`src/rtl/systolic_pkg.sv`:
```
// ============================================================================
// systolic_pkg : shared state encoding and timing defaults for the array controller
// Revision 1.0
// ============================================================================
`default_nettype none

package systolic_pkg;

  typedef enum logic [2:0] {
    IDLE   = 3'd0,
    LOAD   = 3'd1,
    STREAM = 3'd2,
    DRAIN  = 3'd3,
    DONE   = 3'd4
  } ctrl_state_t;

  localparam int DEF_ARRAY_ROWS   = 4;
  localparam int DEF_ARRAY_COLS   = 4;
  localparam int DEF_NODE_LATENCY = 2;
  localparam int DEF_ROW_STEP     = 1;
  localparam int DEF_COL_STEP     = 2;

  // Taps needed so the bottom-right result strobe is still inside the line.
  function automatic int delay_depth(input int rows, input int cols, input int lat,
                                     input int row_step, input int col_step);
    return lat + (rows - 1) * row_step + (cols - 1) * col_step + 1;
  endfunction

  localparam int DELAY_DEPTH = delay_depth(DEF_ARRAY_ROWS, DEF_ARRAY_COLS, DEF_NODE_LATENCY,
                                           DEF_ROW_STEP, DEF_COL_STEP);

endpackage

`default_nettype wire

```
`src/rtl/systolic_array_controller_if.sv`:
```
// ============================================================================
// systolic_array_controller_if : job, weight-memory and activation control bundle
// Revision 1.0
// ============================================================================
`default_nettype none

interface systolic_array_controller_if #(
  parameter int ARRAY_ROWS         = 4,
  parameter int ARRAY_COLS         = 4,
  parameter int VECTOR_COUNT_WIDTH = 8
);
  localparam int ADDR_W = (ARRAY_ROWS > 1) ? $clog2(ARRAY_ROWS) : 1;

  logic                          start_in;
  logic [VECTOR_COUNT_WIDTH-1:0] vector_count_in;
  logic                          busy_out;
  logic                          done_out;
  logic                          weight_rd_en_out;
  logic [ADDR_W-1:0]             weight_rd_addr_out;
  logic [ARRAY_ROWS-1:0]         weight_valid_out;
  logic                          act_valid_in;
  logic                          act_ready_out;
  logic [ARRAY_ROWS-1:0]         act_feed_en_out;
  logic [ARRAY_COLS-1:0]         result_valid_out;
  logic                          result_last_out;

  modport master (
    output start_in, vector_count_in, act_valid_in,
    input  busy_out, done_out, weight_rd_en_out, weight_rd_addr_out, weight_valid_out,
    input  act_ready_out, act_feed_en_out, result_valid_out, result_last_out
  );

  modport slave (
    input  start_in, vector_count_in, act_valid_in,
    output busy_out, done_out, weight_rd_en_out, weight_rd_addr_out, weight_valid_out,
    output act_ready_out, act_feed_en_out, result_valid_out, result_last_out
  );

endinterface

`default_nettype wire

```
`src/rtl/systolic_valid_delay_line.sv`:
```
// ============================================================================
// systolic_valid_delay_line : tapped shift register carrying {last, valid} tags
// Revision 1.0
// ============================================================================
`default_nettype none

module systolic_valid_delay_line #(
  parameter int DEPTH = 12,
  parameter int WIDTH = 2
) (
  input  logic                        clk_in,
  input  logic                        rst_n_in,
  input  logic [WIDTH-1:0]            data_in,
  output logic [DEPTH-1:0][WIDTH-1:0] taps_out
);

  logic [DEPTH-1:1][WIDTH-1:0] r_stage;

  always_ff @(posedge clk_in) begin
    if (!rst_n_in) begin
      r_stage <= '0;
    end else begin
      r_stage[1] <= data_in;
      for (int k = 2; k < DEPTH; k++) begin
        r_stage[k] <= r_stage[k-1];
      end
    end
  end

  // Tap 0 is the undelayed input so row 0 can be fed in the accept cycle.
  always_comb begin
    taps_out[0] = data_in;
    for (int k = 1; k < DEPTH; k++) begin
      taps_out[k] = r_stage[k];
    end
  end

endmodule

`default_nettype wire

```
`src/rtl/systolic_array_controller.sv`:
```
// ============================================================================
// systolic_array_controller : per-job weight load, skewed activation feed and result strobes
// Revision 1.0
// ============================================================================
`default_nettype none

module systolic_array_controller
  import systolic_pkg::*;
#(
  parameter int ARRAY_ROWS         = DEF_ARRAY_ROWS,
  parameter int ARRAY_COLS         = DEF_ARRAY_COLS,
  parameter int VECTOR_COUNT_WIDTH = 8,
  parameter int NODE_LATENCY       = DEF_NODE_LATENCY,
  parameter int ROW_STEP           = DEF_ROW_STEP,
  parameter int COL_STEP           = DEF_COL_STEP
) (
  input  logic                      clk_in,
  input  logic                      rst_n_in,
  systolic_array_controller_if.slave ctrl
);

  localparam int DEPTH    = delay_depth(ARRAY_ROWS, ARRAY_COLS, NODE_LATENCY, ROW_STEP, COL_STEP);
  localparam int RES_BASE = NODE_LATENCY + (ARRAY_ROWS - 1) * ROW_STEP;
  localparam int RCW      = $clog2(ARRAY_ROWS + 1);
  localparam int AW       = (ARRAY_ROWS > 1) ? $clog2(ARRAY_ROWS) : 1;

  ctrl_state_t                   r_state;
  ctrl_state_t                   w_state_next;
  logic [RCW-1:0]                r_row_cnt;
  logic [VECTOR_COUNT_WIDTH-1:0] r_remaining;
  logic [ARRAY_ROWS-1:0]         r_weight_valid;
  logic                          w_loading;
  logic                          w_ready;
  logic                          w_accept;
  logic                          w_last_accept;
  logic                          w_pending;
  logic [DEPTH-1:0][1:0]         w_taps;
  logic [ARRAY_ROWS-1:0]         w_feed;
  logic [ARRAY_COLS-1:0]         w_result;

  assign w_loading     = (r_state == LOAD) && (r_row_cnt < RCW'(ARRAY_ROWS));
  assign w_ready       = (r_state == STREAM) && (r_remaining != '0);
  assign w_accept      = ctrl.act_valid_in && w_ready;
  assign w_last_accept = w_accept && (r_remaining == VECTOR_COUNT_WIDTH'(1));

  always_ff @(posedge clk_in) begin
    if (!rst_n_in) begin
      r_state        <= IDLE;
      r_row_cnt      <= '0;
      r_remaining    <= '0;
      r_weight_valid <= '0;
    end else begin
      r_state        <= w_state_next;
      // Weight read data lags the address by one cycle, so the row strobe does too.
      r_weight_valid <= w_loading ? (ARRAY_ROWS'(1) << r_row_cnt) : '0;
      if ((r_state == IDLE) && ctrl.start_in) begin
        r_row_cnt   <= '0;
        r_remaining <= ctrl.vector_count_in;
      end else begin
        if (w_loading) r_row_cnt <= r_row_cnt + RCW'(1);
        if (w_accept)  r_remaining <= r_remaining - VECTOR_COUNT_WIDTH'(1);
      end
    end
  end

  always_comb begin
    w_state_next = r_state;
    case (r_state)
      IDLE:    if (ctrl.start_in) w_state_next = LOAD;
      LOAD:    if (r_row_cnt == RCW'(ARRAY_ROWS))
                 w_state_next = (r_remaining != '0) ? STREAM : DONE;
      STREAM:  if (w_last_accept) w_state_next = DRAIN;
      DRAIN:   if (!w_pending) w_state_next = DONE;
      DONE:    w_state_next = IDLE;
      default: w_state_next = IDLE;
    endcase
  end

  systolic_valid_delay_line #(
    .DEPTH (DEPTH),
    .WIDTH (2)
  ) u_delay_line (
    .clk_in   (clk_in),
    .rst_n_in (rst_n_in),
    .data_in  ({w_last_accept, w_accept}),
    .taps_out (w_taps)
  );

  // Anything short of the final tap still owes a strobe, so DRAIN must hold.
  always_comb begin
    w_pending = 1'b0;
    for (int k = 0; k < DEPTH - 1; k++) begin
      w_pending = w_pending | (|w_taps[k]);
    end
  end

  always_comb begin
    w_feed   = '0;
    w_result = '0;
    for (int r = 0; r < ARRAY_ROWS; r++) w_feed[r] = w_taps[r*ROW_STEP][0];
    for (int c = 0; c < ARRAY_COLS; c++) w_result[c] = w_taps[RES_BASE + c*COL_STEP][0];
  end

  assign ctrl.busy_out           = (r_state != IDLE);
  assign ctrl.done_out           = (r_state == DONE);
  assign ctrl.weight_rd_en_out   = w_loading;
  assign ctrl.weight_rd_addr_out = w_loading ? r_row_cnt[AW-1:0] : '0;
  assign ctrl.weight_valid_out   = r_weight_valid;
  assign ctrl.act_ready_out      = w_ready;
  assign ctrl.act_feed_en_out    = w_feed;
  assign ctrl.result_valid_out   = w_result;
  assign ctrl.result_last_out    = w_taps[RES_BASE + (ARRAY_COLS-1)*COL_STEP][1];

endmodule

`default_nettype wire

```
`src/flat_wrapper.sv`:
```
// flat-port wrapper written by rule: the top's interface ports become plain ports
module systolic_array_controller_flat import systolic_pkg::*;
#(
  parameter int ARRAY_ROWS         = DEF_ARRAY_ROWS,
  parameter int ARRAY_COLS         = DEF_ARRAY_COLS,
  parameter int VECTOR_COUNT_WIDTH = 8,
  parameter int NODE_LATENCY       = DEF_NODE_LATENCY,
  parameter int ROW_STEP           = DEF_ROW_STEP,
  parameter int COL_STEP           = DEF_COL_STEP
)
  (clk_in, rst_n_in, ctrl_start_in, ctrl_vector_count_in, ctrl_act_valid_in, ctrl_busy_out, ctrl_done_out, ctrl_weight_rd_en_out, ctrl_weight_rd_addr_out, ctrl_weight_valid_out, ctrl_act_ready_out, ctrl_act_feed_en_out, ctrl_result_valid_out, ctrl_result_last_out);
  systolic_array_controller_if #(.ARRAY_ROWS(ARRAY_ROWS), .ARRAY_COLS(ARRAY_COLS), .VECTOR_COUNT_WIDTH(VECTOR_COUNT_WIDTH)) ctrl_i ();
  input  logic clk_in;
  input  logic rst_n_in;
  input wire logic [$bits(ctrl_i.start_in)-1:0] ctrl_start_in;
  input wire logic [$bits(ctrl_i.vector_count_in)-1:0] ctrl_vector_count_in;
  input wire logic [$bits(ctrl_i.act_valid_in)-1:0] ctrl_act_valid_in;
  output wire logic [$bits(ctrl_i.busy_out)-1:0] ctrl_busy_out;
  output wire logic [$bits(ctrl_i.done_out)-1:0] ctrl_done_out;
  output wire logic [$bits(ctrl_i.weight_rd_en_out)-1:0] ctrl_weight_rd_en_out;
  output wire logic [$bits(ctrl_i.weight_rd_addr_out)-1:0] ctrl_weight_rd_addr_out;
  output wire logic [$bits(ctrl_i.weight_valid_out)-1:0] ctrl_weight_valid_out;
  output wire logic [$bits(ctrl_i.act_ready_out)-1:0] ctrl_act_ready_out;
  output wire logic [$bits(ctrl_i.act_feed_en_out)-1:0] ctrl_act_feed_en_out;
  output wire logic [$bits(ctrl_i.result_valid_out)-1:0] ctrl_result_valid_out;
  output wire logic [$bits(ctrl_i.result_last_out)-1:0] ctrl_result_last_out;
  assign ctrl_i.start_in = ctrl_start_in;
  assign ctrl_i.vector_count_in = ctrl_vector_count_in;
  assign ctrl_i.act_valid_in = ctrl_act_valid_in;
  assign ctrl_busy_out = ctrl_i.busy_out;
  assign ctrl_done_out = ctrl_i.done_out;
  assign ctrl_weight_rd_en_out = ctrl_i.weight_rd_en_out;
  assign ctrl_weight_rd_addr_out = ctrl_i.weight_rd_addr_out;
  assign ctrl_weight_valid_out = ctrl_i.weight_valid_out;
  assign ctrl_act_ready_out = ctrl_i.act_ready_out;
  assign ctrl_act_feed_en_out = ctrl_i.act_feed_en_out;
  assign ctrl_result_valid_out = ctrl_i.result_valid_out;
  assign ctrl_result_last_out = ctrl_i.result_last_out;
  systolic_array_controller #(.ARRAY_ROWS(ARRAY_ROWS), .ARRAY_COLS(ARRAY_COLS), .VECTOR_COUNT_WIDTH(VECTOR_COUNT_WIDTH), .NODE_LATENCY(NODE_LATENCY), .ROW_STEP(ROW_STEP), .COL_STEP(COL_STEP)) u_core (.clk_in(clk_in), .rst_n_in(rst_n_in), .ctrl(ctrl_i));
endmodule
```
`config.mk`:
```
export PLATFORM = sky130hd
export DESIGN_NAME = systolic_array_controller_flat
export DESIGN_NICKNAME = d
export VERILOG_FILES = /design/src/rtl/systolic_pkg.sv /design/src/rtl/systolic_array_controller_if.sv /design/src/rtl/systolic_valid_delay_line.sv /design/src/rtl/systolic_array_controller.sv /design/src/flat_wrapper.sv
export SDC_FILE = /design/constraint.sdc
export NUM_CORES = 1
export LEC_CHECK = 0
export CAP_MARGIN = 30
export CORE_MARGIN = 4
export CORE_UTILIZATION = 45
export DETAILED_ROUTE_END_ITERATION = 10
export GPL_ROUTABILITY_DRIVEN = 0
export GPL_TIMING_DRIVEN = 0
export HOLD_SLACK_MARGIN = 0.15
export PLACE_DENSITY_LB_ADDON = 0.1
export SYNTH_ARGS = -nofsm -noshare
export SYNTH_HDL_FRONTEND = slang
export SYNTH_HIERARCHICAL = 1
export SYNTH_SLANG_ARGS = --single-unit
export TNS_END_PERCENT = 30
```
`constraint.sdc`:
```
create_clock -name clk_in -period 6.9 [get_ports clk_in]
set_input_delay 0.69 -clock clk_in [delete_from_list [all_inputs] [get_ports clk_in]]
set_output_delay 0.69 -clock clk_in [all_outputs]
set_load 0.02 [all_outputs]
```
==> metrics.md <==
| Metric | Value |
|---|---|
| Status | `finished clean` |
| DR WL met2 | `1740 um` |
| Drt drc | `0` |
| RSZ-0062 raised after global routing | `false` |
| Fmax | `301 MHz` |
| Layout Area Growth over Synthesis | `25.4%` |
| Final HPWL DP | `2660 um` |
| Minimum clock period | `3.32 ns` |
| Iter 0 DRT Violations | `41` |
| Clock latency on the worst-skew pair | `0.29 ns` |
| Fraction of layout cells with a size suffix above 1 | `18.1%` |
| Synth Register Bits | `40` |
| Rows | `22` |
| Number of antenna diodes | `0` |
| Pwr Density | `203 mW/mm^2` |
| R2R Path Start | `u_core/r_remaining[2]$_SDFFE_PN0P_` |
| WP data arrival | `2.63 ns` |
| Design area | `0.00216 sq mm` |
| LEAKAGE | `0.845 nW` |
| Worst slew pin tran | `0.848 ns` |
| Post-synth ARST share | `0%` |
| Worst EP required | `6.21 ns` |
| Worst R2R End | `u_core/r_state[2]$_SDFFE_PN0P_` |
| CP max FO | `11` |
| Global route total overflow | `0` |
| First-pass GRT wire length | `6230 um` |
| Number of global-route vias before repair | `1374` |
| Die width | `69.9 um` |
| CP endpoint | `ctrl_act_feed_en_out[0]` |
| Yosys warning count | `6` |
| Final hold violations | `0` |
| Placed cell area | `0.00208 sq mm` |
| Reg clk slew, reported paths | `0.07 ns` |
| Vias | `1350` |
| Period utilization | `48.1%` |
| Distinct cells, synth | `45` |
| Max cap viols | `0` |
| Total CTS buffers | `5` |
| Setup Fix Bufs, Post-CTS | `0` |
| IO Pins | `31` |
| Sequential element share of the synthesized area | `46.5%` |
| I/O Buffers | `30` |
| Final Setup Violations | `0` |
| Hold_buf cts | `0` |
| CP endpoint kind | `output port` |
| Top Metal Used | `met4` |
| Pin count of the biggest net entering global routing | `12` |
| DRT Pass-1 Iters | `4` |
| Root Buffer | `clkbuf_8` |
| Register area | `801 sq um` |
| Die H | `69.9 um` |
| CP Launch Type | `flip-flop` |
| # nets final | `232` |
| Metal3 WL | `151 um` |
| Post-CTS sizing | `0` |
| Die ar. | `0.00488 sq mm` |
| Avg Cell Area, Syn | `9.68 sq um` |
| Post-synth EDFFs | `0` |
| Ranking of synthesized cells by area | `dfxtp_1 46%, and2_2 7.0%, nor3_1 4.6%, ha_1 3.6%, and2_1 3.3%` |
| Total GRT Usage | `15.5%` |
| WL per Instance | `13.1 um` |
| Synth top area share | `46.5%` |
| Synth Instances | `178` |
| Starting density of the core | `46.7%` |
| Clock buffer depth | `2` |
| CTS tree | `yes` |
| Reg2Reg Depth | `10` |
| Antenna violations before repair | `0` |
| Commonest cells in the netlist | `40 x dfxtp_1, 16 x and2_2, 16 x nor3_1` |
| Top-count cell post-synth | `dfxtp_1` |
| Final Max Slew Viols | `0` |
| Synth area leader | `dfxtp_1` |
| Via/cell ratio | `5.13` |
| Footprint of the multi-input gates | `825 sq um` |
| Routed Antenna Nets | `0` |
| Met1 WL | `1520 um` |
| Worst setup startpoint | `u_core/r_remaining[2]$_SDFFE_PN0P_` |
| Fillers | `341` |
| Clk sinks | `40` |
| VDD IR max | `0.120 mV` |
| Total negative slack | `0 ns` |
| Core Area | `0.00369 sq mm` |
| Routed wire length | `3440 um` |
| Net Count, Synth | `195` |
| Hold crit path type | `reg2reg` |
| Cell Area, Synth | `0.00172 sq mm` |
| H-tree depth | `2` |
| Most used DFF post-synth | `dfxtp_1` |
| Setup Crit Path Kind | `reg2out` |
| Relative slew slack | `43.0%` |
| Setup Skew | `0.00505 ns` |
| Slack of the worst reg-to-reg path | `4.13 ns` |
-- how the worst min path moves through the flow --
| stage | start | end | depth (start not counted) |
|---|---|---|---|
| floorplan | u_core/u_delay_line/taps_out[8]$_SDFF_PN0_ | u_core/u_delay_line/taps_out[10]$_SDFF_PN0_ | 1 |
| global placement | u_core/u_delay_line/taps_out[21]$_SDFF_PN0_ | u_core/u_delay_line/taps_out[23]$_SDFF_PN0_ | 1 |
| detailed placement | u_core/u_delay_line/taps_out[8]$_SDFF_PN0_ | u_core/u_delay_line/taps_out[10]$_SDFF_PN0_ | 1 |
| CTS | u_core/u_delay_line/taps_out[8]$_SDFF_PN0_ | u_core/u_delay_line/taps_out[10]$_SDFF_PN0_ | 1 |
| global route | u_core/u_delay_line/taps_out[8]$_SDFF_PN0_ | u_core/u_delay_line/taps_out[10]$_SDFF_PN0_ | 1 |
| finish | u_core/u_delay_line/taps_out[8]$_SDFF_PN0_ | u_core/u_delay_line/taps_out[10]$_SDFF_PN0_ | 1 |
-- layout by cell type (no fill, tap or decap), types with 2 or more instances in the layout --
cell,Yosys,layout
dfxtp_1,40,40
clkdlybuf4s50_1,0,30
nor3_1,16,16
and2_2,16,16
nor2_1,12,12
and2_1,9,9
o21ai_0,7,7
a21oi_1,6,6
clkbuf_8,0,5
clkbuf_1,4,5
inv_1,5,5
nor4_1,5,5
nand2_1,5,5
ha_1,5,5
buf_6,4,4
nand3_1,4,4
nor3b_1,3,3
and3_1,3,3
nand2b_1,3,3
nor4b_2,2,2
a21o_1,2,2
buf_4,2,2
-- area by class of cell --
class | instances | area share, %
inverter | 6 | 1.04
clock buffer | 6 | 3.36
buffer | 10 | 3.47
timing repair buffer | 30 | 13.9
sequential | 40 | 37.1
clock inverter | 1 | 0.232
multi-input combinational | 122 | 38.2
tap | 48 | 2.78
-- report_power, final --
part / internal (mW) / total [mW] / switching [mW]
registers: 0.236 / 0.242 / 0.00578
clock network: 0.0687 / 0.143 / 0.0741
logic: 0.0259 / 0.0533 / 0.0274
-- through the flow --
stage          cells  utilization [%]  setup WS [ns]  power [mW]  hold slack (ns)
2_1_floorplan    178                -           4.38       0.281            0.428
3_3_place_gp     256             56.5           3.83       0.299            0.444
3_5_place_dp     256             56.5           3.81       0.301            0.446
4_1_cts          263             58.6           3.56       0.443            0.464
5_1_grt          263             58.6           3.45       0.459            0.478
6_report         263             58.6           3.58       0.438            0.461
-- kinds of logic (layout without fill, tap and decap cells) --
family                     Yosys count  count (layout)  share of synthesized area [%]
AOI/OAI and AO/OA                   27              27                           11.4
muxes                                1               1                          0.654
adders and majority gates            5               5                           3.63
buffers and inverters               16              53                           5.66
xor gates and xnor gates             1               1                          0.508
DFF                                 40              40                           46.5
and+or+nand+nor                     88              88                           31.7
-- flip-flops by register name, summed over array words and instances, names as in the netlist --
signal	count
u_core/u_delay_line/taps_out	22
u_core/r_remaining	8
u_core/ctrl.weight_valid_out	4
u_core/r_row_cnt	3
u_core/r_state	3
-- critical path: stages (launching register included) --
cell and delay, ns:
dfxtp_1 0.31, buf_6 0.13, or4_4 0.53, o311ai_4 0.48
inv_2 0.07, buf_6 0.16, buf_4 0.13, clkdlybuf4s50_1 0.53
-- metal layers --
metal / GRT usage [%] / vias to the layer above
li1: - / 696
met1: 18.7 / 624
met2: 27.1 / 28
met3: 4.17 / 2
met4: 3.83 / 0
met5: 0 / -
Note: power is estimated with default switching activity, not from simulation.
